<file path="config.mk">
export PLATFORM = sky130hd
export DESIGN_NAME = uart_link_ctrl
export DESIGN_NICKNAME = d
export VERILOG_FILES = /design/src/rtl/uart_link_pkg.sv /design/src/rtl/uart_link_baud.sv /design/src/rtl/uart_link_ctrl.sv
export SDC_FILE = /design/constraint.sdc
export NUM_CORES = 1
export LEC_CHECK = 0
export ABC_AREA = 1
export CORE_MARGIN = 2
export CORE_UTILIZATION = 30
export CTS_BUF_LIST = sky130_fd_sc_hd__clkbuf_8
export CTS_CLUSTER_DIAMETER = 40
export DETAILED_ROUTE_END_ITERATION = 12
export DONT_BUFFER_PORTS = 1
export GPL_TIMING_DRIVEN = 0
export SYNTH_ARGS = -nofsm -noshare
export SYNTH_HDL_FRONTEND = slang
export SYNTH_SLANG_ARGS = --single-unit
</file>
<file path="constraint.sdc">
create_clock -name clk -period 2.4 [get_ports clk]
set_clock_uncertainty 0.2 [all_clocks]
set_input_delay 0.48 -clock clk [delete_from_list [all_inputs] [get_ports clk]]
set_output_delay 0.48 -clock clk [all_outputs]
set_load 0.01 [all_outputs]
</file>
<file path="src/rtl/uart_link_pkg.sv">
// uart_link_pkg: shared oversample constants, FSM state encodings and baud-rate math for uart_link_ctrl
package uart_link_pkg;
  localparam int OVERSAMPLE = 16;
  localparam int MID = 8;
  localparam logic [1:0] RX_IDLE = 2'd0, RX_START = 2'd1, RX_DATA = 2'd2, RX_STOP = 2'd3;
  localparam logic [1:0] TX_IDLE = 2'd0, TX_START = 2'd1, TX_DATA = 2'd2, TX_STOP = 2'd3;
  localparam logic [0:0] WAIT_A = 1'b0, WAIT_B = 1'b1;
  function automatic int calc_div(input int clk_hz, input int baud);
    return (clk_hz + baud * MID) / (baud * OVERSAMPLE);
  endfunction
  function automatic int calc_bit_cyc(input int clk_hz, input int baud);
    return OVERSAMPLE * calc_div(clk_hz, baud);
  endfunction
endpackage

</file>
<file path="src/rtl/uart_link_baud.sv">
// uart_link_baud: oversample tick every DIV clocks; ports clk, reset (async active-low), restart (sync phase restart), tick
module uart_link_baud #(
  parameter int DIV = 10
) (
  input  logic clk,
  input  logic reset,
  input  logic restart,
  output logic tick
);
  localparam int W = $clog2(DIV + 1);
  logic [W-1:0] cnt;
  assign tick = !restart && cnt == W'(DIV - 1);
  always_ff @(posedge clk or negedge reset)
    if (!reset) cnt <= '0;
    else cnt <= (restart || tick) ? '0 : cnt + 1'b1;
endmodule

</file>
<file path="src/rtl/uart_link_ctrl.sv">
// uart_link_ctrl: 8N1 UART link; rx bytes paired into int1/int2 with input_ready strobe, int3 sent on output_ready with occupied busy flag; clk, reset (async active-low)
module uart_link_ctrl import uart_link_pkg::*; #(
  parameter int CLK_HZ = 50_000_000,
  parameter int BAUD = 9600,
  parameter int PAIR_TIMEOUT = 32
) (
  input  logic       clk,
  input  logic       reset,
  input  logic       rx,
  output logic       tx,
  output logic [7:0] int1,
  output logic [7:0] int2,
  output logic       input_ready,
  input  logic [7:0] int3,
  input  logic       output_ready,
  output logic       occupied
);
  localparam int DIV = calc_div(CLK_HZ, BAUD);
  localparam int BIT_CYC = calc_bit_cyc(CLK_HZ, BAUD);
  localparam int CW = $clog2(BIT_CYC);
  localparam int PW = $clog2(PAIR_TIMEOUT + 1);
  logic rx_m, rx_s, rx_d, tick;
  logic [1:0] rs, ts;
  logic [3:0] tcnt;
  logic [2:0] rbit, tbit;
  logic [7:0] rsh, tsh, byte_a;
  logic [0:0] ps;
  logic [PW-1:0] tmo;
  logic [CW-1:0] tcyc;
  logic fall, restart, at_mid, at_end, bit_time, deliver, ferr, tend, tload;
  assign fall = rx_d && !rx_s;
  assign restart = rs == RX_IDLE && fall;
  assign at_mid = tick && tcnt == 4'(MID - 1);
  assign at_end = tick && tcnt == 4'(OVERSAMPLE - 1);
  assign bit_time = rs == RX_IDLE && at_end;
  assign deliver = rs == RX_STOP && at_end && rx_s;
  assign ferr = rs == RX_STOP && at_end && !rx_s;
  assign tend = tcyc == CW'(BIT_CYC - 1);
  assign tload = output_ready && (ts == TX_IDLE || (ts == TX_STOP && tend));
  uart_link_baud #(.DIV(DIV)) u_baud (
    .clk(clk),
    .reset(reset),
    .restart(restart),
    .tick(tick)
  );
  always_ff @(posedge clk or negedge reset)
    if (!reset) {rx_m, rx_s, rx_d} <= 3'b111;
    else {rx_m, rx_s, rx_d} <= {rx, rx_m, rx_s};
  always_ff @(posedge clk or negedge reset)
    if (!reset) begin
      rs <= RX_IDLE;
      tcnt <= '0;
      rbit <= '0;
      rsh <= '0;
    end else begin
      tcnt <= restart ? '0 : tick ? tcnt + 1'b1 : tcnt;
      case (rs)
        RX_IDLE: rs <= fall ? RX_START : RX_IDLE;
        RX_START: if (at_mid) begin
          rs <= rx_s ? RX_IDLE : RX_DATA;
          tcnt <= '0;
          rbit <= '0;
        end
        RX_DATA: if (at_end) begin
          rsh <= {rx_s, rsh[7:1]};
          rbit <= rbit + 1'b1;
          rs <= rbit == 3'd7 ? RX_STOP : RX_DATA;
        end
        default: rs <= at_end ? RX_IDLE : RX_STOP;
      endcase
    end
  always_ff @(posedge clk or negedge reset)
    if (!reset) begin
      ps <= WAIT_A;
      tmo <= '0;
      byte_a <= '0;
      int1 <= '0;
      int2 <= '0;
      input_ready <= 1'b0;
    end else begin
      input_ready <= deliver && ps == WAIT_B;
      if (ferr) ps <= WAIT_A;
      else if (deliver && ps == WAIT_A) begin
        ps <= WAIT_B;
        byte_a <= rsh;
        tmo <= PW'(PAIR_TIMEOUT);
      end else if (deliver) begin
        ps <= WAIT_A;
        int1 <= byte_a;
        int2 <= rsh;
      end else if (ps == WAIT_B && bit_time) begin
        ps <= tmo == PW'(1) ? WAIT_A : WAIT_B;
        tmo <= tmo - 1'b1;
      end
    end
  always_ff @(posedge clk or negedge reset)
    if (!reset) begin
      ts <= TX_IDLE;
      tx <= 1'b1;
      occupied <= 1'b0;
      tcyc <= '0;
      tbit <= '0;
      tsh <= '0;
    end else if (tload) begin
      ts <= TX_START;
      tx <= 1'b0;
      occupied <= 1'b1;
      tsh <= int3;
      tcyc <= '0;
      tbit <= '0;
    end else if (ts != TX_IDLE) begin
      tcyc <= tend ? '0 : tcyc + 1'b1;
      if (tend)
        case (ts)
          TX_START: begin
            ts <= TX_DATA;
            tx <= tsh[0];
            tsh <= tsh >> 1;
          end
          TX_DATA: begin
            ts <= tbit == 3'd7 ? TX_STOP : TX_DATA;
            tx <= tbit == 3'd7 ? 1'b1 : tsh[0];
            tsh <= tsh >> 1;
            tbit <= tbit + 1'b1;
          end
          default: begin
            ts <= TX_IDLE;
            tx <= 1'b1;
            occupied <= 1'b0;
          end
        endcase
    end
endmodule

</file>
Word-level counts from Yosys, hierarchy flattened:

Cells that the tools add are included.

* bits in registers: 89
* bits of input ports: 12
* logic and storage cells: 133

* add/sub/neg operators: 6
* eq/ne operators: 17
* muxes and demuxes: 48
* bitwise operators: 3
* reductions and logical operators: 39

Operator list (number)
* $mux 13: 3
* $mux 8: 4
* $mux 3: 6
* $mux 6: 3
* $reduce_and 3->1: 6
* $mux 1: 16
* $mux 4: 4
* $logic_and 1x1->1: 14
* $mux 2: 7
* $reduce_bool 2->1: 7
* $add 13x1->13 const B: 1
* $eq 13x13->1 const B: 1
* $add 9x1->9 const B: 1
* $eq 9x9->1 const B: 1
* $mux 9: 1
* $eq 2x2->1 const B: 4
* $reduce_and 2->1: 4
* $add 3x1->3 const B: 2
* $eq 3x3->1 const B: 2
* $eq 6x1->1 const B: 1
* $pmux 2 s3: 1
* $pmux 3 s2: 1
* $sub 6x1->6 const B: 1
* $add 4x1->4 const B: 1
* 13 further kinds: 21

Logic depth before layout (Yosys ltp):

Gate-level depths: netlist (run 1).

* depth in word-level cells: 12
* mapped depth: 11

Modules after synthesis:

From an unflattened synthesis (run 1), not the netlist that was laid out.

* cell total of the unflattened synthesis: 494
* area, all modules: 4214.0 sq um

By module, submodules not included
* uart_link_ctrl: instances 1, cells an instance 426, area an instance 3719.8 sq um
* uart_link_baud: instances 1, cells an instance 68, area an instance 494.2 sq um

Worst setup path after synthesis (run 1):

Ideal clock, no wire load.

* kind: reg-to-reg
* start: register u_baud.cnt[1]
* end: register int2[7]
* data arrival time: 1.519 ns
* slack: 0.562 ns
* stages on the path, launching flop included: 11
* buffers on the path: 1
* clock period less this slack: 1.838 ns
* path through: dfrtp_1 inv_1 ha_1 nand2_1 nor2_1 nand3_4 nor2_8 nand4_4 buf_6 nand2_1 o21ai_2

* cells in the longest elaborated chain, start to end: 8
* elaborated cells between the ends (all ways): 10

Ends and longest elaborated chain
* start: declaration: RTL line uart_link_baud.sv:11 `logic [W-1:0] cnt;`
* start signal: assignment: RTL line uart_link_baud.sv:15 `else cnt <= (restart || tick) ? '0 : cnt + 1'b1;`
* $eq 9x9->1 *: RTL line uart_link_baud.sv:12 `assign tick = !restart && cnt == W'(DIV - 1);`
* $logic_and 1x1->1 *: RTL line uart_link_baud.sv:12
* $logic_and 1x1->1 *: RTL line uart_link_ctrl.sv:34 `assign at_end = tick && tcnt == 4'(OVERSAMPLE - 1);`
* $logic_and 1x1->1 *: RTL line uart_link_ctrl.sv:36, uart_link_ctrl.sv:37
* $logic_and 1x1->1: RTL line uart_link_ctrl.sv:36 `assign deliver = rs == RX_STOP && at_end && rx_s;`
* $logic_and 1x1->1: RTL line uart_link_ctrl.sv:83 `else if (deliver && ps == WAIT_A) begin`
* $not 1->1 (no source line)
* $reduce_and 3->1 (no source line) *
* end signal: assignment: RTL line uart_link_ctrl.sv:90 `int2 <= rsh;`
* end: declaration: RTL line uart_link_ctrl.sv:12 `output logic [7:0] int2,`

Every way passes the cells marked *; elsewhere a longest branch is shown, timed or not.
A chain may end at the register's enable or synchronous reset.

Final worst setup path (run 1):

* start: register tcyc[0]
* end: register tsh[5]

* cells in the longest elaborated chain, start to end: 6
* elaborated cells between the ends (all ways): 9

Ends and longest elaborated chain
* start: declaration: RTL line uart_link_ctrl.sv:29 `logic [CW-1:0] tcyc;`
* start signal: assignment: RTL line uart_link_ctrl.sv:112 `tcyc <= tend ? '0 : tcyc + 1'b1;`
* $eq 13x13->1 *: RTL line uart_link_ctrl.sv:38 `assign tend = tcyc == CW'(BIT_CYC - 1);`
* $logic_and 1x1->1: RTL line uart_link_ctrl.sv:39 `assign tload = output_ready && (ts == TX_IDLE || (ts == TX_STOP && tend));`
* $logic_or 1x1->1: RTL line uart_link_ctrl.sv:39
* $logic_and 1x1->1: RTL line uart_link_ctrl.sv:39
* $reduce_bool 2->1 (no source line)
* $reduce_and 3->1 (no source line)
* end signal: assignment: RTL line uart_link_ctrl.sv:108 `tsh <= int3;`
* end signal: assignment: RTL line uart_link_ctrl.sv:118 `tsh <= tsh >> 1;`
* end signal: assignment: RTL line uart_link_ctrl.sv:123 `tsh <= tsh >> 1;`
* end: declaration: RTL line uart_link_ctrl.sv:26 `logic [7:0] rsh, tsh, byte_a;`

Marked as above.

==> results of run 1 <==
kinds of logic (layout without fill, tap and decap cells):
logic type	after synthesis	after routing
buffers and inverters	81	99
adders and majority gates	14	14
DFF	89	89
and+or+nand+nor	271	271
xor gates and xnor gates	4	4
AOI/OAI and AO/OA	68	68
worst register-to-register path: cells and delay by family, from the launching register on:
family	cells	cell delay [ps]
and+or+nand+nor	9	1010
DFF	1	410
buffers and inverters	1	270
adders and majority gates	1	210
cell usage in the layout, fill, tap and decap left out, types with 3 or more instances in the layout:
cell,netlist,layout
nand4_1,4,4
clkbuf_8,0,9
o21ai_0,25,25
nor3_1,6,6
buf_6,6,6
nand3_1,38,38
o21ai_2,25,25
nand2_1,152,152
ha_1,14,14
dfstp_2,4,4
nor2_1,56,56
xor2_1,4,4
inv_1,70,73
dfrtp_1,85,85
nor3b_1,3,3
a21oi_1,16,15
flip-flops by register name, indices dropped and copies added (netlist names):
name	cells
tx	1
ps	1
rbit	3
ts	2
rs	2
rx_s	1
tcnt	4
byte_a	8
tcyc	13
rx_d	1
u_baud.cnt	9
occupied	1
rx_m	1
tbit	3
tsh	8
int2	8
input_ready	1
int1	8
tmo	6
rsh	8
area by class of cell:
cell class                 instances  area (um^2)  area share (%)
sequential                        89         2232           46.22
multi-input combinational        357         1838           38.06
inverter                          71        270.3           5.596
tap                              184        230.2           4.767
clock buffer                       9        123.9           2.565
buffer                            10        85.08           1.762
clock inverter                     7        32.53          0.6736
timing repair buffer               2        17.52          0.3627
routing by layer:
metal  vias up  wire length, um  GRT usage, %
li1       1692                -             -
met5         -                0             0
met1      1563             3903         14.02
met3        11              398         5.135
met2        47             4065         19.44
met4         0              120         3.987
report_power, final:
part	internal, mW	switching [mW]	total, mW
Sequential	1.59	0.0811	1.67
Clock	0.357	0.504	0.861
Combinational	0.119	0.228	0.346
Total	2.06	0.813	2.88
through the flow:
stage / cell area, um^2 / power, mW
after floorplan: 4418 / 1.967
after global placement: 4648 / 2.030
after detailed placement: 4648 / 2.044
after CTS: 4815 / 2.930
after global routing: 4830 / 3.082
final: 4830 / 2.875
how the worst min path moves through the flow:
| stage | from | endpoint | slack [ps] | depth (start not counted) |
|---|---|---|---|---|
| 2_1_floorplan | reset | byte_a[0] | -20 | 0 |
| 6_report | reset | tcyc[6] | -400 | 0 |
| 5_1_grt | reset | u_baud.cnt[5] | -450 | 0 |
| 3_5_place_dp | reset | tcyc[6] | -10 | 0 |
| 3_3_place_gp | reset | tcyc[8] | -10 | 0 |
| 4_1_cts | reset | u_baud.cnt[5] | -440 | 0 |
timing repair:
item,4_1_cts,5_1_grt
resized for setup,0,3
hold endpoints to repair,90,89
setup buffers,0,1
endpoints found under the setup margin,0,19
==> metrics.txt, run 1 <==
status=finished, violations left; failing checks=hold timing; final setup vio count=0; Syn Area/Cell=8.383 um^2; Peak VDD IR=265.7 uV; root buf cell=clkbuf_8; CTS tree=yes; MaxCap Viol Count=0; mux contribution to synthesized area=0%; Mapped Cells=527; die height=125.4 um; ant diodes=0; First-pass DRT Iterations=4; largest net degree at the start of global routing=90; DRT Wirelength=8.487 mm; DRC=0; Startpoint Class=flop; delay-heaviest family, CP=simple AND/OR/NAND/NOR gates; Max FO, Critical Path=10; main combinational cell family by area after synthesis=simple AND/OR/NAND/NOR gates; die area=15,710 um^2; Critical-path top delay cell=dfrtp_1; vias in the first global route=3,394; CORE AREA=14,480 um^2; #FFs+latches synth=89; Synth Area in Adders=3.965%; CP endpoint=tsh[5]; fin util=33.36%; EDFF count, synth=0; CP max stage delay=410 ps; Syn Nets=553; Top FF cell, synth=dfrtp_1; Max Fclk=458.2 MHz; Req. time, crit path=2460 ps; HP Class=in -> async; Hold Vio Cnt, Final=89; post-detail-place hpwl=6.017 mm; worst setup path startpoint=tcyc[0]; initial antenna violation count=0; via count=3,313; Setup TNS=0 ps; chip width=125.4 um; r2r setup slk=220 ps; WL/cell=11.64 um; most common cell in the synthesized netlist=nand2_1; ranking of synthesized cells by area=dfrtp_1 (48%), nand2_1 (13%), inv_1 (5.9%); Area growth syn-to-layout=9.317%; Clock transition at path regs=80 ps; cts hold-fix bufs=1; worst path cell trace=ha_1, nand3_1, nor2_1, nand3_1, nand2_1, nand2_1, clkbuf_1, nand2_1, nand2_1, nand2_1, nand2_1; Worst Hold Margin=-396.6 ps; stages on the worst setup path=11; Congestion Overflow GR=0; CTS Buf Count=9; Reg-to-Reg Start=tcyc[0]; worst setup margin=217.5 ps; CP Class=reg -> reg; Fill cells=1,483; global-route wire length before repair=15.24 mm; Syn. warnings=0; most used cell along the critical path=nand2_1; RD Place Congestion=0.8288; minimum clock period after layout=2183 ps; Tightest Pin Transition=549.1 ps; Leak=2.420 nW; FP Rows=44; Netlist cell types=29; count of buffer and inverter cells on the critical path=1; register area share after synthesis=50.52%; crit end category=flop; Initial Util=30.51%; Iter 0 DRT Violations=217; Synth Area in Simple Gates=26.79%; clk sinks=89; period utilisation layout=90.94%; placed cells=711; Synth Area in Compound Gates=9.969%; cell area power density=595.3 nW/um^2; Yosys top cell area share=48.15%; Cell Area, Synth=4418 um^2; Top Ports=31; H-tree Lvls=3; GRT Util Overall=11.87%; leading area contributor after synthesis=dfrtp_1; Finished Layout Cells=729; Synth Area in XOR/XNOR=0.7930%; share of cells above drive strength 1=11.19%; top cells by count, synth=nand2_1 (152), dfrtp_1 (85), inv_1 (70); worst-skew pair later-pin latency=370 ps; PortBufs=0; crit path DAT=2240 ps; R2R depth=11; worst flop-to-flop path endpoint=tsh[5]; vias per inst=4.545; Final nets=566; slew margin rel.=63.11%; Synth async-reset ratio=100.0%; final antenna-violating net count=0; Max Buffers Root-to-Sink=2; fin. max-slew vios=0; dpl ws=53.22 ps; RSZ-0062 raised after global routing=no
(Power assumes the default switching activity.)
==> inputs of run 2 (changes only) <==
Settings changed: CORE_MARGIN 2 to 4.
==> metrics.txt, run 2 (same netlist as run 1, synthesis figures left out) <==
Peak VDD IR=227.2 uV (-14%); status=finished, violations left; Multi-input gate area=1839 um^2 (about the same); CP max stage delay=450 ps (+40 ps); commonest non-fill, non-tap cell in the layout=nand2_1; Regs by FF count=tcyc (13), u_baud.cnt (9); DRC=0 (unchanged); vias in the first global route=3,222 (-5.1%); Clock transition at path regs=80 ps (about the same); worst-skew pair later-pin latency=360 ps (about the same); Final nets=565 (-0.18%); Max Fclk=457.4 MHz (-0.17%); GRT Util Overall=10.58% (-1.3 points); met3 usage=4.081% (-1.1 points); Setup TNS=0 ps (unchanged); MaxCap Viol Count=0 (unchanged); crit end category=flop; HP Class=in -> async; Worst Hold Margin=-385.3 ps (+11.21 ps); RD Place Congestion=0.7977 (-3.8%); Leak=2.440 nW (+0.81%); placed cells=711 (unchanged); die height=129.4 um (+3.2%); PortBufs=0 (unchanged); DRT Wirelength=8.397 mm (-1.1%); Max Buffers Root-to-Sink=2 (unchanged); post-detail-place hpwl=6.001 mm (-0.26%); worst setup margin=213.7 ps (-3.728 ps); RSZ-0062 raised after global routing=no; cts hold-fix bufs=1 (unchanged); cell area power density=637.2 nW/um^2 (+7.0%); Iter 0 DRT Violations=171 (-21%); dpl ws=22.77 ps (-30.45 ps); cell area after layout=4877 um^2 (+0.98%); Hold Vio Cnt, Final=89 (unchanged); met1 Track Usage GR=12.88% (-1.1 points); Congestion Overflow GR=0 (unchanged); Tightest Pin Transition=604.7 ps (+55.60 ps); chip width=129.4 um (+3.2%); vias per inst=4.535 (-0.21%); CP Class=reg -> reg; Post-DP Area=4648 um^2 (unchanged); WL/cell=11.55 um (-0.79%); Max FO, Critical Path=7 (-3); fin. max-slew vios=0 (unchanged); slew margin rel.=59.38% (-3.7 points); First-pass DRT Iterations=5 (+1); max FFs per register=13 (unchanged); crit path DAT=2280 ps (+40 ps); H-tree Lvls=3 (unchanged); global-route wire length before repair=14.37 mm (-5.7%); minimum clock period after layout=2186 ps (+3.728 ps); total power=3.108 mW (+8.1%); via count=3,297 (-0.48%); failing checks=hold timing; FP Rows=44 (unchanged); final antenna-violating net count=0 (unchanged); setup bufs post-CTS=0 (unchanged); CTS Buf Count=9 (unchanged); share of cells above drive strength 1=10.87% (-0.33 points); Area growth syn-to-layout=10.39%; most used cell along the critical path=nand2_1; die area=16,730 um^2 (+6.5%); worst path cell trace=ha_1, nand3_1, nor2_1, nand3_1, nand2_1, nand2_1, a21oi_1, nand2_1, nand2_1; register area=2232 um^2 (unchanged); CORE AREA=14,480 um^2 (unchanged); most frequent cells in the layout=nand2_1 (152), dfrtp_1 (85), inv_1 (72); Fill cells=1,513 (+2.0%); R2R depth=9 (-2); largest net degree at the start of global routing=90 (unchanged); Initial Util=30.51% (unchanged); CTS tree=yes; M2 GR Usage=17.71% (-1.7 points); ant diodes=0 (unchanged); fin util=33.68% (+0.33 points); clk sinks=89 (unchanged); initial antenna violation count=0 (unchanged); grt peak-use layer=met2; Req. time, crit path=2490 ps (+30 ps); Top Ports=31 (unchanged); period utilisation layout=91.09% (+0.16 points); Critical-path top delay cell=a21oi_1; Biggest register=tcyc; Startpoint Class=flop; Finished Layout Cells=727 (-0.27%); root buf cell=clkbuf_8; final setup vio count=0 (unchanged)
run 2: final cells by class:
class                      instances  area share (%)
clock buffer                      10           2.822
multi-input combinational        357           37.71
tap                              184           4.720
sequential                        89           45.77
timing repair buffer               1          0.2052
inverter                          71           5.541
clock inverter                     5           1.488
buffer                            10           1.744
run 2: repair_timing:
action	4_1_cts	5_1_grt
resized for setup	0	2
hold endpoints to repair	90	89
endpoints found under the setup margin	0	15
run 2: path summary, 6_finish.rpt:
check,from,to,slack [ps]
setup reg to reg,tcyc[0],tsh[6],210
hold / removal,reset,u_baud.cnt[7],-390
min in group clk,int3[7],tsh[7],70
hold reg to reg,rx_m,rx_s,160
max in group asynchronous,reset,rx_d,2170
setup / recovery,tcyc[0],tsh[6],210
run 2: report_power, final:
part           switching [mW]  total [mW]  internal [mW]
logic                   0.228       0.348          0.120
clock network           0.492        1.09          0.600
registers              0.0813        1.67           1.59
run 2: worst max-delay path: cells and delay by family, from the launching register on:
| kind | cells | cell delay, ps |
|---|---|---|
| compound gates | 1 | 450 |
| fa+ha+maj | 1 | 210 |
| flops | 1 | 390 |
| simple gates | 7 | 870 |
run 2: per-layer routing:
metal	share of wire [%]	up-vias
met5	0	-
met1	46	1554
met3	5.0	5
met2	48	46
li1	-	1692
met4	0.86	0
==> inputs of run 3 (changes only) <==
Clock period 2.4 ns to 1.95 ns, I/O delays scaled along.
==> metrics.txt, run 3 (same netlist as run 1, synthesis figures left out) <==
status=finished, violations left; failing checks=hold timing, setup timing; worst path cell trace=inv_1, ha_2, nand2_2, nor2_4, nand3_4, nor2_8, nand4_4, buf_8, nand2_4, o21ai_2; cell area power density=735.2 nW/um^2 (+15%); RSZ-0062 raised after global routing=yes; WL/cell=12.11 um (+4.8%); max FFs per register=13 (unchanged); Max Buffers Root-to-Sink=2 (unchanged); Clock transition at path regs=90 ps (about the same); vias in the first global route=3,345 (+3.8%); Iter 0 DRT Violations=171 (unchanged); clk sinks=89 (unchanged); Final nets=591 (+4.6%); Top Ports=31 (unchanged); initial antenna violation count=0 (unchanged); CTS tree=yes; die height=129.4 um (unchanged); Leak=2.598 nW (+6.5%); Congestion Overflow GR=0 (unchanged); cts hold-fix bufs=2 (+1); First-pass DRT Iterations=4 (-1); Initial Util=30.51% (unchanged); Area growth syn-to-layout=20.53%; share of cells above drive strength 1=23.20% (+12 points); Req. time, crit path=2000 ps (-490 ps); largest net degree at the start of global routing=90 (unchanged); fin. max-slew vios=0 (unchanged); HP Class=in -> async; Tightest Pin Transition=454.9 ps (-149.8 ps); vias per inst=4.603 (+1.5%); worst flop-to-flop path endpoint=int1[5]; RD Place Congestion=0.7977 (unchanged); via count=3,466 (+5.1%); Hold Vio Cnt, Final=89 (unchanged); FP Rows=44 (unchanged); ant diodes=0 (unchanged); r2r setup slk=-10 ps (-230 ps); Post-DP Area=4648 um^2 (unchanged); CP Class=reg -> reg; CP max stage delay=380 ps (-70 ps); crit path DAT=2020 ps (-260 ps); Peak VDD IR=284.7 uV (+25%); R2R depth=10 (+1); final antenna-violating net count=0 (unchanged); period utilisation layout=100.6% (+9.5 points); MaxCap Viol Count=0 (unchanged); fin util=36.78% (+3.1 points); worst setup margin=-11.40 ps (-225.1 ps); Critical-path top delay cell=dfrtp_1; post-detail-place hpwl=6.001 mm (unchanged); CTS Buf Count=9 (unchanged); worst-skew pair later-pin latency=360 ps (about the same); Reg-to-Reg Start=u_baud.cnt[1]; Startpoint Class=flop; global-route wire length before repair=14.85 mm (+3.4%); most frequent cells in the layout=nand2_1 (131), dfrtp_1 (85), inv_1 (67); worst setup path startpoint=u_baud.cnt[1]; root buf cell=clkbuf_8; cell area after layout=5325 um^2 (+9.2%); CP endpoint=int1[5]; Max FO, Critical Path=7 (unchanged); chip width=129.4 um (unchanged); PortBufs=0 (unchanged); Worst Hold Margin=-481.6 ps (-96.30 ps); die area=16,730 um^2 (unchanged); Max Fclk=509.8 MHz (+11%); crit end category=flop; commonest non-fill, non-tap cell in the layout=nand2_1; DRC=0 (unchanged); H-tree Lvls=3 (unchanged); GRT Util Overall=10.94% (+0.36 points); CORE AREA=14,480 um^2 (unchanged); Regs by FF count=tcyc (13), u_baud.cnt (9); minimum clock period after layout=1961 ps (-224.9 ps); Biggest register=tcyc; Fill cells=1,476 (-2.4%); final setup vio count=12 (+12); DRT Wirelength=9.118 mm (+8.6%); slew margin rel.=69.56% (+10 points)
[run 3: cell count changes in the layout (fill, tap and decap cells not counted), moves of 5 or more]
cell	change
buf_4	+23
nand2_1	-21
nand2_2	+14
o21ai_0	-9
nor2_1	-8
o21ai_1	+8
nand2_4	+7
inv_1	-5
nor2_2	+5
[run 3: cell type report]
class / count / area [um^2] / share of cell area (%)
well taps: 184 / 230.2 / 4.323
repair buffers: 28 / 255.2 / 4.793
inverters: 71 / 274.0 / 5.146
clock inverters: 5 / 72.57 / 1.363
plain buffers: 9 / 98.84 / 1.856
multi-input cells: 357 / 2024 / 38.02
clock buffers: 10 / 137.6 / 2.585
flip-flops and latches: 89 / 2232 / 41.92
[run 3: what timing repair did]
item / CTS / global route
setup endpoints to repair: 70 / 70
setup buffers: 13 / 11
pin swaps: 6 / 17
endpoints found under the hold margin: 91 / 89
cloned: 1 / 1
gates resized for setup: 19 / 65
[run 3: per-stage QoR]
step / total power [mW] / std cells / hold slack, ps / setup WS (ps) / TNS (ps)
6_report: 3.915 / 753 / -481.6 / -11.40 / -71.17
4_1_cts: 3.899 / 742 / -505.3 / 7.948 / 0
3_3_place_gp: 2.497 / 711 / -100.3 / -343.8 / -7659
3_5_place_dp: 2.515 / 711 / -99.71 / -427.2 / -10410
2_1_floorplan: 2.421 / 527 / -105.6 / 111.9 / 0
5_1_grt: 4.154 / 753 / -518.2 / -109.5 / -1728
[run 3: worst min path at each step]
stage                     startpoint            end  slack [ps]  depth (start not counted)
final                          reset  u_baud.cnt[7]        -480                          0
after global routing           reset  u_baud.cnt[7]        -520                          0
after floorplan                reset      byte_a[0]        -110                          0
after detailed placement       reset        tcyc[8]        -100                          0
after global placement         reset        tcyc[6]        -100                          0
after CTS                      reset  u_baud.cnt[7]        -510                          0
[run 3: routing by layer]
| layer | track usage [%] | vias to the layer above | wire length, um |
|---|---|---|---|
| met5 | 0 | - | 0 |
| met2 | 18.41 | 47 | 4484 |
| met1 | 13.11 | 1657 | 4063 |
| met3 | 4.122 | 15 | 423 |
| met4 | 3.150 | 0 | 146 |
| li1 | - | 1747 | - |
[run 3: where the power goes]
group	switching, mW	internal (mW)
Sequential	0.0927	1.95
Clock	0.606	0.739
Combinational	0.331	0.194
Total	1.03	2.88
[run 3: worst max-delay path, delay by kind of cell (launching register included)]
kind	cells	cell delay, ps
adders and majority gates	1	160
buffers and inverters	2	290
DFF	1	380
and+or+nand+nor	6	760
AOI/OAI and AO/OA	1	50
